<file path="src/rtl/vram_bus_arbiter.sv">
// Single-owner sequencer for the asynchronous VRAM: arbitrates scan-out reads, CPU reads
// and write-FIFO drains onto one SRAM bus and drives its strobes and data tristate.
module vram_bus_arbiter #(
   parameter int ADDR_W    = 19,
   parameter int DATA_W    = 16,
   parameter int WR_CYCLES = 3,
   parameter int RD_CYCLES = 2
) (
   input  logic              clock,
   input  logic              resetn,
   input  logic              scan_req,
   input  logic [ADDR_W-1:0] scan_addr,
   output logic [DATA_W-1:0] scan_data,
   output logic              scan_valid,
   input  logic              rd_req,
   input  logic [ADDR_W-1:0] rd_addr,
   output logic [DATA_W-1:0] rd_data,
   output logic              rd_done,
   input  logic              wr_empty,
   input  logic              wr_valid,
   input  logic [ADDR_W-1:0] wr_addr,
   input  logic [DATA_W-1:0] wr_data,
   output logic              wr_read,
   output logic [ADDR_W-1:0] sram_addr,
   output logic [DATA_W-1:0] sram_dq_out,
   output logic              sram_dq_oe,
   input  logic [DATA_W-1:0] sram_dq_in,
   output logic              sram_we_n,
   output logic              sram_ce_n,
   output logic              sram_oe_n,
   output logic              busy
);
   localparam int CNT_MAX = (WR_CYCLES > RD_CYCLES) ? WR_CYCLES : RD_CYCLES;
   localparam int CNT_W   = (CNT_MAX > 1) ? $clog2(CNT_MAX) : 1;
   localparam logic [CNT_W-1:0] RD_LAST = CNT_W'(RD_CYCLES - 1);
   localparam logic [CNT_W-1:0] WR_LAST = CNT_W'(WR_CYCLES - 1);
   localparam logic LAST_RD = 1'b0;
   localparam logic LAST_WR = 1'b1;

   typedef enum logic [2:0] {IDLE, SCAN_RD, CPU_RD, WR, WR_REC} state_t;

   state_t            state, state_nxt;
   logic [CNT_W-1:0]  cnt, cnt_nxt;
   logic              last_cpu, last_cpu_nxt;
   logic [ADDR_W-1:0] addr_nxt;
   logic [DATA_W-1:0] dq_out_nxt, scan_data_nxt, rd_data_nxt;
   logic              scan_valid_nxt, rd_done_nxt, wr_read_nxt;
   logic              we_n_nxt, ce_n_nxt, oe_n_nxt, dq_oe_nxt;
   logic              wr_ok, rd_win;

   // A write is only eligible with a valid, non-empty FIFO head; on a CPU tie the
   // source not served last wins.
   assign wr_ok  = ~wr_empty & wr_valid;
   assign rd_win = rd_req & (~wr_ok | (last_cpu == LAST_WR));

   always_comb begin
      state_nxt      = state;
      cnt_nxt        = cnt;
      last_cpu_nxt   = last_cpu;
      addr_nxt       = sram_addr;
      dq_out_nxt     = sram_dq_out;
      scan_data_nxt  = scan_data;
      rd_data_nxt    = rd_data;
      scan_valid_nxt = 1'b0;
      rd_done_nxt    = 1'b0;
      wr_read_nxt    = 1'b0;
      we_n_nxt       = 1'b1;
      ce_n_nxt       = 1'b1;
      oe_n_nxt       = 1'b1;
      dq_oe_nxt      = 1'b0;
      case (state)
         IDLE: begin
            cnt_nxt = '0;
            if (scan_req) begin
               state_nxt = SCAN_RD;
               addr_nxt  = scan_addr;
            end else if (rd_win) begin
               state_nxt    = CPU_RD;
               addr_nxt     = rd_addr;
               last_cpu_nxt = LAST_RD;
            end else if (wr_ok) begin
               state_nxt    = WR;
               addr_nxt     = wr_addr;
               dq_out_nxt   = wr_data;
               last_cpu_nxt = LAST_WR;
               wr_read_nxt  = 1'b1;
            end
         end
         SCAN_RD, CPU_RD: begin
            if (cnt == RD_LAST) begin
               state_nxt = IDLE;
               cnt_nxt   = '0;
               if (state == SCAN_RD) begin
                  scan_data_nxt  = sram_dq_in;
                  scan_valid_nxt = 1'b1;
               end else begin
                  rd_data_nxt = sram_dq_in;
                  rd_done_nxt = 1'b1;
               end
            end else begin
               cnt_nxt = cnt + CNT_W'(1);
            end
         end
         WR: begin
            if (cnt == WR_LAST) begin
               state_nxt = WR_REC;
               cnt_nxt   = '0;
            end else begin
               cnt_nxt = cnt + CNT_W'(1);
            end
         end
         WR_REC:  state_nxt = IDLE;
         default: state_nxt = IDLE;
      endcase

      // Strobes are decoded from the next state so every pin leaves a flop.
      case (state_nxt)
         SCAN_RD, CPU_RD: begin
            ce_n_nxt = 1'b0;
            oe_n_nxt = 1'b0;
         end
         WR: begin
            ce_n_nxt  = 1'b0;
            we_n_nxt  = 1'b0;
            dq_oe_nxt = 1'b1;
         end
         WR_REC: begin
            // WE has risen; keep driving data for hold time.
            ce_n_nxt  = 1'b0;
            dq_oe_nxt = 1'b1;
         end
         default: dq_out_nxt = '0;
      endcase
   end

   always_ff @(posedge clock or negedge resetn) begin
      if (!resetn) begin
         state       <= IDLE;
         cnt         <= '0;
         last_cpu    <= LAST_WR;
         sram_addr   <= '0;
         sram_dq_out <= '0;
         sram_dq_oe  <= 1'b0;
         sram_we_n   <= 1'b1;
         sram_ce_n   <= 1'b1;
         sram_oe_n   <= 1'b1;
         wr_read     <= 1'b0;
         scan_valid  <= 1'b0;
         rd_done     <= 1'b0;
         scan_data   <= '0;
         rd_data     <= '0;
         busy        <= 1'b0;
      end else begin
         state       <= state_nxt;
         cnt         <= cnt_nxt;
         last_cpu    <= last_cpu_nxt;
         sram_addr   <= addr_nxt;
         sram_dq_out <= dq_out_nxt;
         sram_dq_oe  <= dq_oe_nxt;
         sram_we_n   <= we_n_nxt;
         sram_ce_n   <= ce_n_nxt;
         sram_oe_n   <= oe_n_nxt;
         wr_read     <= wr_read_nxt;
         scan_valid  <= scan_valid_nxt;
         rd_done     <= rd_done_nxt;
         scan_data   <= scan_data_nxt;
         rd_data     <= rd_data_nxt;
         busy        <= (state_nxt != IDLE);
      end
   end
endmodule

</file>
<file path="config.mk">
export PLATFORM = sky130hd
export DESIGN_NAME = vram_bus_arbiter
export DESIGN_NICKNAME = d
export VERILOG_FILES = /design/src/rtl/vram_bus_arbiter.sv
export SDC_FILE = /design/constraint.sdc
export NUM_CORES = 1
export LEC_CHECK = 0
export BUFFER_PORTS_ARGS = -buffer_cell sky130_fd_sc_hd__buf_4
export CORE_MARGIN = 3
export CORE_UTILIZATION = 40
export DETAILED_ROUTE_END_ITERATION = 7
export PLACE_DENSITY_LB_ADDON = 0.3
export SLEW_MARGIN = 20
export SYNTH_ARGS = -nofsm -noshare
export SYNTH_HDL_FRONTEND = slang
export SYNTH_SLANG_ARGS = --single-unit
</file>
<file path="constraint.sdc">
create_clock -name clock -period 2.2 [get_ports clock]
set_input_delay 0.44 -clock clock [delete_from_list [all_inputs] [get_ports clock]]
set_output_delay 0.44 -clock clock [all_outputs]
set_load 0.02 [all_outputs]
</file>
==> results.tsv, run 1 <==
metric	value	unit
Power Dens Cells	1382	nW/µm²
GPL Wtd Cong	0.7559	
Non-Filler Instances	603	
Mapped Area	3630	µm²
Setup Fix Bufs, Post-CTS	0	
clk root buf	clkbuf_8	
# DRC	0	
num ports	170	
number of max-cap violations	0	
Power Total	7.279	mW
clk sinks	81	
Inserted Diodes	0	
RSZ-0062 raised after global routing	false	
share of the synthesized area in the top cell type	53.09	%
min Tclk post-route	1.985	ns
final hold violations	0	
Top FF cell, synth	dfrtp_1	
cts hold-fix bufs	0	
worst skew pair latency	0.34	ns
clock skew	0.01059	ns
post-synthesis sequential area ratio	55.98	%
Core ar.	8763	µm²
Post-CTS Resized	0	
vias in the first global route	2863	
post-DP HPWL	6359	µm
Post-synth top cells	dfrtp_1 (77), nand2_1 (74), mux2i_1 (35), mux2_2 (18), mux2_1 (17)	
Relative slew margins	59.94	%
Reg-to-Reg Start	state[1]$_DFF_PN0_	
Unique masters post-synth	38	
pin slew with the least headroom to its limit	0.6009	ns
Max Clk Rate	503.8	MHz
initial antenna violation count	0	
global route overflow	0	
post-synthesis net count	411	
Post-synth ARST share	100.0	%
kind of critical path	flop to flop	
P_leak	2.646	nW
Placed Instance Area	5051	µm²
via count	2901	
Vias/cell	4.811	
H-tree Lvls	3	
first-pass GRT wire length	13150	µm
Core Util, Final	60.09	%
r2r endpoint	sram_dq_out[10]$_DFFE_PN0P_	
# setup viols final	0	
top cell type by total area after synthesis	dfrtp_1	
Slew Viols, Final	0	
proportion of layout cells with a drive suffix above 1	47.07	%
Worst EP required	2.43	ns
status	completed	
setup TNS	0	ns
startpoint type of the worst setup path	flop	
final instance area	5266	µm²
Buffers on Ports	169	
Register-to-Register Path Depth	6	
FP Rows	34	
R2R setup slack	0.22	ns
DR iter-0 viols	89	
worst IR drop on VDD	479.2	µV
top cells by area, synth	dfrtp_1 (53%), mux2i_1 (9.7%), nand2_1 (7.7%), mux2_2 (5.6%), mux2_1 (5.3%)	
Initial DRT Pass Iterations	4	
clk slew on worst S/H paths	0.08	ns
CTS tree	done	
YS warnings	0	
cell total after placement	587	
per-cell routed wire length	13.72	µm
most common cell in the netlist	dfrtp_1	
WP data arrival	2.21	ns
antenna-violating nets left	0	
fill count	747	
full die area	10250	µm²
Post-synth EDFFs	0	
maximum number of pins on one net before global-route repair	47	
number of synthesized register bits	81	
Initial Util	41.42	%
Layout Nets	585	
register area	2032	µm²
final wirelength	8274	µm
period utilization	90.22	%
crit path max fanout	18	
multi-input combinational cell area	1480	µm²
cts bufs inserted	9	
Mean Syn Cell Area	11.49	µm²
crit end category	flop	
Bufs on Longest Clock Path	2	
Syn Inst Count	316	
P&R area growth vs syn	45.09	%
Hold WC Path Type	input port to async pin	
Die Ht	101.3	µm
chip width	101.3	µm
Total GRT Usage	16.23	%
-- power breakdown --
| group | switching, mW | total, mW | internal [mW] |
|---|---|---|---|
| Sequential | 0.397 | 2.58 | 2.18 |
| Clock | 0.514 | 1.14 | 0.623 |
| Combinational | 1.98 | 3.56 | 1.58 |
| Total | 2.89 | 7.28 | 4.39 |
-- through the flow --
stage	setup slack (ns)	hold WS, ns
after floorplan	0.3197	0.1444
after global placement	0.1254	0.4598
after detailed placement	0.02460	0.4684
after CTS	0.2455	0.1143
after global routing	0.1251	0.1285
final	0.2153	0.08985
-- worst max path at each step --
| stage | startpoint | to | slack (ns) | depth (start not counted) |
|---|---|---|---|---|
| after global routing | state[1]$_DFF_PN0_ | sram_dq_out[10]$_DFFE_PN0P_ | 0.13 | 6 |
| after floorplan | wr_empty | sram_dq_out[10]$_DFFE_PN0P_ | 0.32 | 7 |
| final | state[1]$_DFF_PN0_ | sram_dq_out[10]$_DFFE_PN0P_ | 0.22 | 6 |
| after CTS | state[1]$_DFF_PN0_ | sram_dq_out[10]$_DFFE_PN0P_ | 0.25 | 6 |
| after detailed placement | wr_empty | sram_dq_out[10]$_DFFE_PN0P_ | 0.02 | 7 |
| after global placement | wr_empty | sram_dq_out[14]$_DFFE_PN0P_ | 0.13 | 7 |
-- critical path: stages, from the launching register on --
cell and delay, ns:
dfrtp_1 0.54, or3b_1 0.19, o2111ai_2 0.20, a2111oi_4 0.40
buf_12 0.22, mux2i_1 0.25, nor2_2 0.05
-- registers in the layout, indices dropped and copies added (netlist names), 2 cells and up --
name         flops
cnt              2
rd_data         16
scan_data       16
sram_addr       19
sram_dq_out     16
state            3
-- placed cells by master, fill, tap and decap left out, types with 3 or more instances in the layout --
cell,instances
a21oi_1,3
buf_12,3
buf_4,176
clkbuf_8,12
dfrtp_1,77
dfstp_2,4
inv_1,4
mux2_1,17
mux2_2,18
mux2i_1,35
nand2_1,74
nand2b_1,3
nor2_1,12
nor2_2,8
o21ai_0,10
o21ai_1,12
-- cell families after synthesis --
family / Yosys count / synth area share (%)
AO/OA/AOI/OAI: 37 / 6.929
multiplexers: 70 / 20.51
AND/OR/NAND/NOR: 106 / 12.86
buffers and inverters: 22 / 3.723
flip-flops: 81 / 55.98
-- layer usage --
| layer | vias up | track usage [%] | routed length [µm] |
|---|---|---|---|
| met2 | 124 | 26.36 | 3858 |
| met3 | 6 | 5.165 | 870 |
| li1 | 1424 | - | - |
| met4 | 0 | 5.828 | 68 |
| met5 | - | 0 | 0 |
| met1 | 1347 | 20.41 | 3477 |
-- final cells by class --
class | count | area share, %
multi-input cells | 213 | 28.11
well taps | 108 | 2.566
clock buffers | 13 | 3.207
repair buffers | 179 | 26.23
inverters | 6 | 0.4277
clock inverters | 3 | 0.8791
flip-flops and latches | 81 | 38.58
Note: power is estimated with default switching activity, not from simulation.
==> inputs of run 2 (changes only) <==
--- a/config.mk
+++ b/config.mk
@@ -8,6 +8,7 @@
 export BUFFER_PORTS_ARGS = -buffer_cell sky130_fd_sc_hd__buf_4
 export CORE_MARGIN = 3
 export CORE_UTILIZATION = 40
+export CTS_BUF_LIST = sky130_fd_sc_hd__clkbuf_8
 export DETAILED_ROUTE_END_ITERATION = 7
 export PLACE_DENSITY_LB_ADDON = 0.3
 export SLEW_MARGIN = 20
==> run 2 against run 1 <==
Total power barely moved. Register-to-register slack barely moved. Via count did not move. Fmax barely moved. Cell count did not move. Critical path depth did not move. Sequential power barely moved. Critical path type unchanged. Global-route usage did not move.
==> results.tsv, run 2 (synthesis results as in run 1) <==
metric	value	unit	change
status	completed		
final wirelength	8274	µm	unchanged
crit end category	flop		
kind of critical path	flop to flop		
Register-to-Register Path Depth	6		unchanged
P_leak	2.651	nW	+0.16%
crit path max fanout	18		unchanged
clk root buf	clkbuf_8		
Net Sw Frac	39.69	%	about the same
H-tree Lvls	3		unchanged
most common cell after layout, fill and taps aside	buf_4		
internal power	4.387	mW	-0.11%
final hold violations	0		unchanged
Max Clk Rate	503.7	MHz	about the same
initial antenna violation count	0		unchanged
post-DP HPWL	6359	µm	unchanged
first-pass GRT wire length	13150	µm	unchanged
Post-CTS Resized	0		unchanged
proportion of layout cells with a drive suffix above 1	47.07	%	unchanged
DR iter-0 viols	89		unchanged
startpoint type of the worst setup path	flop		
Power Dens Cells	1381	nW/µm²	about the same
pre-CTS setup slack	0.02460	ns	unchanged
Reg-to-Reg Start	state[1]$_DFF_PN0_		
Core Util, Final	60.09	%	unchanged
hold slack	0.08985	ns	-0.000003700 ns
Biggest register	sram_addr		
max reg flops	19		unchanged
worst IR drop on VDD	475.9	µV	-0.68%
vias in the first global route	2863		unchanged
Total GRT Usage	16.23	%	unchanged
setup TNS	0	ns	unchanged
R2R setup slack	0.21	ns	about the same
Relative slew margins	59.94	%	unchanged
period utilization	90.24	%	about the same
clk slew on worst S/H paths	0.08	ns	about the same
most frequent cells in the layout	buf_4 (176), dfrtp_1 (77), nand2_1 (74)		
Vias/cell	4.811		unchanged
CP max stage cell	dfrtp_1		
CTS tree	done		
GR Util met3	5.165	%	unchanged
Initial DRT Pass Iterations	4		unchanged
Die Ht	101.3	µm	unchanged
Inserted Diodes	0		unchanged
num ports	170		unchanged
worst skew pair latency	0.34	ns	about the same
min Tclk post-route	1.985	ns	+0.0005270 ns
Slew Viols, Final	0		unchanged
Critical Path, Cell by Cell	or3b_1 > o2111ai_2 > a2111oi_4 > buf_12 > mux2i_1 > nor2_2		
WP data arrival	2.21	ns	about the same
# setup viols final	0		unchanged
Layout Nets	585		unchanged
Core ar.	8763	µm²	unchanged
Hold WC Path Type	input port to async pin		
top cell family by delay on the critical path	compound AO/OA/AOI/OAI gates		
P&R area growth vs syn	45.09	%	unchanged
RSZ-0062 raised after global routing	false		
part of the power in registers	35.5	%	about the same
Setup Fix Bufs, Post-CTS	0		unchanged
Initial Util	41.42	%	unchanged
# DRC	0		unchanged
Power Total	7.274	mW	about the same
antenna-violating nets left	0		unchanged
global routing's busiest layer	met2		
full die area	10250	µm²	unchanged
GR Util met2	26.36	%	unchanged
cts hold-fix bufs	0		unchanged
clock skew	0.01059	ns	unchanged
met1 global-route usage	20.41	%	unchanged
clock power share	15.6	%	about the same
Comb power frac	48.9	%	about the same
Buffers on Ports	169		unchanged
FP Rows	34		unchanged
Worst EP required	2.43	ns	about the same
chip width	101.3	µm	unchanged
r2r endpoint	sram_dq_out[10]$_DFFE_PN0P_		
Worst path max stage delay	0.54	ns	about the same
Bufs on Longest Clock Path	2		unchanged
per-cell routed wire length	13.72	µm	unchanged
clk sinks	81		unchanged
cts bufs inserted	9		unchanged
via count	2901		unchanged
pin slew with the least headroom to its limit	0.6009	ns	unchanged
GPL Wtd Cong	0.7559		unchanged
global route overflow	0		unchanged
maximum number of pins on one net before global-route repair	47		unchanged
number of max-cap violations	0		unchanged
worst setup margin	0.2147	ns	-0.0005270 ns
NetSw	2.887	mW	about the same
buffers and inverters on the worst path	1		unchanged
run 2: worst max path at each step:
stage,from,cells past startpoint,slack (ns),endpoint
after floorplan,wr_empty,7,0.32,sram_dq_out[10]$_DFFE_PN0P_
after detailed placement,wr_empty,7,0.02,sram_dq_out[10]$_DFFE_PN0P_
after global routing,state[1]$_DFF_PN0_,6,0.12,sram_dq_out[10]$_DFFE_PN0P_
after global placement,wr_empty,7,0.13,sram_dq_out[14]$_DFFE_PN0P_
after CTS,state[1]$_DFF_PN0_,6,0.24,sram_dq_out[10]$_DFFE_PN0P_
final,state[1]$_DFF_PN0_,6,0.21,sram_dq_out[10]$_DFFE_PN0P_
run 2: per-stage QoR:
step	instances	area [µm²]
floorplan	316	3630
global route	603	5266
finish	603	5266
global placement	587	5051
CTS	603	5266
detailed placement	587	5051
run 2: final cells by class:
type / instances / area, µm²
repair buffers: 179 / 1381
well taps: 108 / 135.1
fillers: 747 / 3497
multi-input cells: 213 / 1480
clock buffers: 12 / 165.2
flip-flops and latches: 81 / 2032
clock inverters: 4 / 50.05
inverters: 6 / 22.52
run 2: worst register-to-register path, delay by kind of cell (launching register included):
kind	cells	cell delay (ns)
flops	1	0.54
mux	1	0.27
simple gates	2	0.24
buf+inv	1	0.22
compound gates	2	0.61
run 2: metal layers:
metal | routed length [µm] | up-vias | share of wire, %
met4 | 68 | 0 | 0.82
met5 | 0 | - | 0
met3 | 870 | 6 | 11
met1 | 3477 | 1347 | 42
met2 | 3857 | 124 | 47
li1 | - | 1424 | -
run 2: power by group through the flow:
stage          Combinational [mW]  Sequential (mW)  Clock, mW
6_report                     3.56             2.58       1.13
5_1_grt                      3.86             2.67       1.24
4_1_cts                      3.62             2.59       1.17
3_5_place_dp                 3.63             2.61          0
3_3_place_gp                 3.55             2.58          0
2_1_floorplan                1.36             3.32          0
